File: config.mk
export PLATFORM = sky130hd
export DESIGN_NAME = m_counter_updn_mod
export DESIGN_NICKNAME = d
export VERILOG_FILES = /design/src/rtl/m_counter_pkg.sv /design/src/rtl/m_counter_tc.sv /design/src/rtl/m_counter_updn_mod.sv
export SDC_FILE = /design/constraint.sdc
export NUM_CORES = 1
export LEC_CHECK = 0
export BUFFER_PORTS_ARGS = -buffer_cell sky130_fd_sc_hd__buf_2
export CORE_AREA = 2 2 39 41
export DETAILED_ROUTE_END_ITERATION = 10
export DIE_AREA = 0 0 41 43
export PLACE_DENSITY = 0.42
export SLEW_MARGIN = 20
export SYNTH_ARGS = -nofsm -noshare
export SYNTH_HDL_FRONTEND = slang
export SYNTH_SLANG_ARGS = --single-unit
File: constraint.sdc
create_clock -name CP -period 2.6 [get_ports CP]
set_clock_uncertainty 0.15 [all_clocks]
set_input_delay 0.39 -clock CP [delete_from_list [all_inputs] [get_ports CP]]
set_output_delay 0.39 -clock CP [all_outputs]
set_load 0.02 [all_outputs]
File: src/rtl/m_counter_pkg.sv
// Shared constants and parameter checks for the up/down modulo counter family.
// Pure declarations; no logic and no flow control.
package m_counter_pkg;

  localparam logic DIR_UP = 1'b1;
  localparam logic DIR_DN = 1'b0;

  localparam int MAX_WIDTH = 16;

  // Minimum register width able to hold the values 0..n-1.
  function automatic int bits_needed(input int n);
    return (n <= 2) ? 1 : $clog2(n);
  endfunction

  function automatic bit modulus_legal(input int width, input int modulus);
    return (width >= 1) && (width <= MAX_WIDTH) &&
           (modulus >= 2) && (bits_needed(modulus) <= width);
  endfunction

endpackage

File: src/rtl/m_counter_tc.sv
// Terminal-state decoder: TS = Q at the last value in the current count direction.
// Combinational, zero latency; down compare exists only with COUNTER_UPDN_DOWN_EN.
module m_counter_tc
  import m_counter_pkg::*;
#(
  parameter int               WIDTH = 4,
  parameter logic [WIDTH-1:0] Q_MAX = '1
) (
  input  logic [WIDTH-1:0] q,
  input  logic             ud,
  output logic             ts
);

`ifdef COUNTER_UPDN_DOWN_EN
  assign ts = (ud == DIR_UP) ? (q == Q_MAX) : (q == '0);
`else
  logic unused_ud;
  assign unused_ud = ud;
  assign ts        = (q == Q_MAX);
`endif

endmodule

File: src/rtl/m_counter_updn_mod.sv
// Cascadable modulo-MODULUS counter with sync load, P/T enables, comb CO, registered WRAP.
// Q and WRAP update one edge after load/count; COUNTER_UPDN_DOWN_EN enables the down direction.
module m_counter_updn_mod
  import m_counter_pkg::*;
#(
  parameter int WIDTH   = 4,
  parameter int MODULUS = 16
) (
  input  logic             CP,
  input  logic             CR,
  input  logic             LD,
  input  logic             CT_P,
  input  logic             CT_T,
  input  logic             UD,
  input  logic [WIDTH-1:0] D,
  output logic [WIDTH-1:0] Q,
  output logic             CO,
  output logic             WRAP
);

  if (!modulus_legal(WIDTH, MODULUS)) begin : g_bad_param
    $error("m_counter_updn_mod: MODULUS=%0d is illegal for WIDTH=%0d", MODULUS, WIDTH);
  end

  localparam logic [WIDTH:0]   MOD_EXT = (WIDTH + 1)'(MODULUS);
  localparam logic [WIDTH-1:0] Q_MAX   = WIDTH'(MODULUS - 1);

  logic [WIDTH-1:0] q_r;
  logic [WIDTH-1:0] q_nxt;
  logic             wrap_r;
  logic             wrap_nxt;
  logic             ts;
  logic             count_en;
  logic             load_ok;

  m_counter_tc #(
    .WIDTH (WIDTH),
    .Q_MAX (Q_MAX)
  ) u_tc (
    .q  (q_r),
    .ud (UD),
    .ts (ts)
  );

  assign count_en = CT_P & CT_T;
  // Out-of-range load data clears rather than truncates, so Q never leaves 0..MODULUS-1.
  assign load_ok  = ({1'b0, D} < MOD_EXT);

  always_comb begin
    q_nxt    = q_r;
    wrap_nxt = 1'b0;
    if (!LD) begin
      q_nxt = load_ok ? D : '0;
    end else if (count_en) begin
      wrap_nxt = ts;
`ifdef COUNTER_UPDN_DOWN_EN
      if (UD == DIR_DN) begin
        q_nxt = ts ? Q_MAX : q_r - 1'b1;
      end else begin
        q_nxt = ts ? '0 : q_r + 1'b1;
      end
`else
      q_nxt = ts ? '0 : q_r + 1'b1;
`endif
    end
  end

  always_ff @(posedge CP or negedge CR) begin
    if (!CR) begin
      q_r    <= '0;
      wrap_r <= 1'b0;
    end else begin
      q_r    <= q_nxt;
      wrap_r <= wrap_nxt;
    end
  end

  assign Q    = q_r;
  assign WRAP = wrap_r;
  assign CO   = CR & CT_T & ts;

endmodule
Word level (Yosys, flattened, before mapping):

Index checks and enable logic that the tools add are counted.

* equal/unequal tests: 2
* $add $sub $neg: 1
* muxes and demuxes: 5
* bitwise gates (word level): 3

Operator list (count)
* $mux 4: 3
* $add 4x1->4 const B: 1
* $eq 4x4->1 const B: 1
* $and 1x1->1: 3
* $mux 1: 2
* $ne 2x1->1 const B: 1

* logic and storage cells: 13
* input port bits: 10
* register bits after elaboration: 5
* output and inout bits: 6

Logic depth before layout (Yosys ltp):

* word-level depth: 4
* depth in mapped cells: 4
* depth with buffers taken out: 4

Modules after synthesis:

From an unflattened synthesis, not the netlist that was laid out.

* cell total of the unflattened synthesis: 33
* area, all modules: 300.3 sq um

Modules (own cells, without submodules)
* m_counter_updn_mod: sequential area each 125.1 sq um, times used 1, area an instance 291.5 sq um, cells an instance 32
* m_counter_tc: sequential area each 0.0 sq um, times used 1, area an instance 8.8 sq um, cells an instance 1

Worst setup path after synthesis:

Ideal clock, no wire load.

* kind: reg-to-output
* start point: register q_r[0] (netlist: Q[0])
* end point: output CO
* setup slack: 0.932 ns
* stages on the path, launching flop included: 4
* data required time: 2.060 ns
* arrival time: 1.128 ns
* path buffers: 0
* cell sequence: dfrtp_1 > ha_1 > and3_4 > and3_2

* word-level cells in the longest chain between the ends: 2

RTL lines
* start: declaration: RTL line m_counter_updn_mod.sv:28 `logic [WIDTH-1:0] q_r;`
* start signal: assignment: RTL line m_counter_updn_mod.sv:73 `q_r <= q_nxt;`
* $eq 4x4->1: RTL line m_counter_tc.sv:19 `assign ts = (q == Q_MAX);`
* $and 1x1->1: RTL line m_counter_updn_mod.sv:80 `assign CO = CR & CT_T & ts;`
* end: declaration: RTL line m_counter_updn_mod.sv:17 `output logic CO,`

No other way between the ends.

Worst setup path after layout:

* start point: input CR
* end point: output CO

* word-level cells in the longest chain between the ends: 2

RTL lines
* start: declaration: RTL line m_counter_updn_mod.sv:10 `input logic CR,`
* $and 1x1->1 (2 in series): RTL line m_counter_updn_mod.sv:80

No other way between the ends.

==> impl_metrics.toml <==
[critical_path]
worstRegToRegCells = 4
cpPeakStageDelay_ns = 0.53
critPathMostFrequentCell = "buf_2"
endpoint_kind = "primary output"
cp_data_required_time_ns = 2.06
cp.arrival_ns = 1.43
worstPathCellList = "dlygate4sd3_1, buf_2, and3_2, buf_2"
slowest_stage = "dlygate4sd3_1"
start_kind = "input port"
cp_max_fo = 6
crit_type = "in2out"

[power_and_ir_drop]
p_sw_w = 0.0000682
switching_share_pct = 29.0
ir_drop_uv = 303
seq_power_share_pct = 40.0
total_power_w = 0.000235
p_comb_share_pct = 22.5
p_per_area_nw_per_um2 = 591
power.leakage_nw = 0.195
internal_power_w = 0.000167
clock_power_share_pct = 37.4

[grt]
grt_use_met2_pct = 11.6
grt_pass1_vias = 236
grt_pass1_wl_um = 979
busiest_layer = "met2"
use_met3_pct = 9.42
grtUsageMet1_pct = 10.0
track_usage_pct = 9.26
antenna_found_initial = 0
grt_max_degree = 10
grt-ovfl-total = 0

[floorplanning]
row_count = 14
core_sq_um = 1380
die_x_um = 41
chipHeight_um = 43
start_util_pct = 19.9
io_pins = 16
dieArea_sq_um = 1760

[clocking]
htree_levels = 1
cts_max_path_buffers = 2
cts_made_buffers = 3
cts_root_buffer = "clkbuf_4"
path_clk_slew_ns = 0.04
cts_sinks = 5
cts_tree = "done"
ctsResizeCount = 0
post_cts_buffers = 0
clkLatencyLatePin_ns = 0.24

[logic_synthesis]
synth_top_cell_by_area = "dfrtp_1"
ys_top_cells_by_area = "dfrtp_1 45%, a21oi_1 7.3%, nor2_1 5.5%"
syn_nets = 40
syn-instance-count = 29
yosysSeqAreaShare_pct = 45.5
ys_ff_latch = 5
ys_warn_count = 0
avgSynthCellArea_sq_um = 9.49
netlist.area_leader.share_pct = 45.5
syn_area_sq_um = 275
synth_cell_types = 17

[timing]
hold_violations = 0
maxSlewViolCount = 0
fmax_ghz = 0.507
worst_slew_pin_slew_ns = 0.183
timing.setup.tns_ns = 0
rsz0062_at_grt = "false"
relSlewSlack_pct = 87.7
post-route-period-util_pct = 75.8
setup-violations-final = 0
min_period_ns = 1.97

[layout]
drive_gt1_share_pct = 42.6
register_area_sq_um = 125
fin_nets = 59
multiInputGateArea_sq_um = 146
fillers = 159
fin_area_sq_um = 398
area_growth_pct = 44.5
antennaDiodeCount = 0

[worst_hold_path]
hold_class = "in2reg"
whs_path_depth = 3

[route]
drtPass1Iterations = 4
drc = 0
drt-total-wl_um = 627
wl_per_cell_um = 9.95
drt_iter0_markers = 1
via_per_inst = 4.29
ant_nets = 0
vias = 270

[outcome]
status = "complete, no violations"

[place]
gp_congestion = 0.730
numPortBuffers = 14
dp.final_hpwl_um = 468
dpl_cell_area_sq_um = 362

[flow_run]
cap_violations = 0
-- logic make-up after synthesis --
group	Yosys count	share of synthesized area (%)
multiplexers	1	3.64
XOR/XNOR	1	3.18
buffers and inverters	1	1.36
flip-flops	5	45.5
adder cells (fa/ha/maj)	1	4.54
AND/OR/NAND/NOR	13	27.7
AO/OA/AOI/OAI	7	14.1
-- power by group through the flow --
stage	combinational [W]	clock, W	sequential [W]
2_1_floorplan	0.0000232	0	0.000103
3_3_place_gp	0.0000527	0	0.0000954
3_5_place_dp	0.0000524	0	0.0000953
4_1_cts	0.0000539	0.0000928	0.0000943
5_1_grt	0.0000593	0.000103	0.0000955
6_report	0.0000530	0.0000881	0.0000942
-- cells in the mapped netlist --
master,count
mux2i_1,1
nand3_1,2
and3_2,1
and4_2,1
nand2_1,2
o21a_1,1
a31oi_1,1
or3_1,1
ha_1,1
dfrtp_1,5
xor2_1,1
nor2_1,4
and3_4,1
a21oi_1,4
clkbuf_1,1
o21ai_0,1
nand4b_1,1
-- flip-flops by register name, summed over array words and instances (netlist names) --
signal / flops
Q: 4
WRAP: 1
-- what timing repair did --
action	CTS	global route
endpoints found under the hold margin	5	0
hold buffers	1	0
setup endpoints to repair	0	0
-- critical path: cells and delay by family --
kind          cells  cell delay [ns]
simple gates      1             0.20
buf+inv           3             0.85
-- path summary, 6_finish.rpt --
kind / from / to / slack, ns
setup reg to reg: Q[0] / Q[0] / 1.04
min in group asynchronous: CR / Q[0] / 0.35
setup / recovery: CR / CO / 0.63
hold reg to reg: Q[3] / Q[3] / 0.45
hold / removal: D[3] / Q[3] / 0.25
max in group asynchronous: CR / Q[1] / 1.81
-- area by class of cell --
cell class | count | area share [%]
multi-input cells | 23 | 36.8
flip-flops and latches | 5 | 31.4
repair buffers | 15 | 20.1
clock buffers | 4 | 6.60
well taps | 16 | 5.03
-- layout by cell type, fill, tap and decap left out --
| cell type | Yosys | final |
|---|---|---|
| a21oi_1 | 4 | 4 |
| a31oi_1 | 1 | 1 |
| and3_2 | 1 | 1 |
| and3_4 | 1 | 1 |
| and4_2 | 1 | 1 |
| buf_2 | 0 | 14 |
| clkbuf_1 | 1 | 1 |
| clkbuf_4 | 0 | 3 |
| dfrtp_1 | 5 | 5 |
| dlygate4sd3_1 | 0 | 1 |
| ha_1 | 1 | 1 |
| mux2i_1 | 1 | 1 |
| nand2_1 | 2 | 2 |
| nand3_1 | 2 | 2 |
| nand4b_1 | 1 | 1 |
| nor2_1 | 4 | 4 |
| o21a_1 | 1 | 1 |
| o21ai_0 | 1 | 1 |
| or3_1 | 1 | 1 |
| xor2_1 | 1 | 1 |
-- stage by stage --
| stage | worst slack, ns | cells | hold slack [ns] | util (%) |
|---|---|---|---|---|
| after floorplan | 0.932 | 29 | -0.0556 | - |
| after global placement | 0.882 | 58 | 0.0723 | 26.1 |
| after detailed placement | 0.890 | 58 | 0.0653 | 26.1 |
| after CTS | 0.617 | 63 | 0.242 | 28.8 |
| after global routing | 0.560 | 63 | 0.241 | 28.8 |
| final | 0.628 | 63 | 0.246 | 28.8 |
-- per-layer routing --
metal	share of wire, %	wire length (um)
met3	11	67
met4	0	0
met5	0	0
met2	42	262
met1	47	297
No activity file was read; power rests on OpenSTA's default activity.
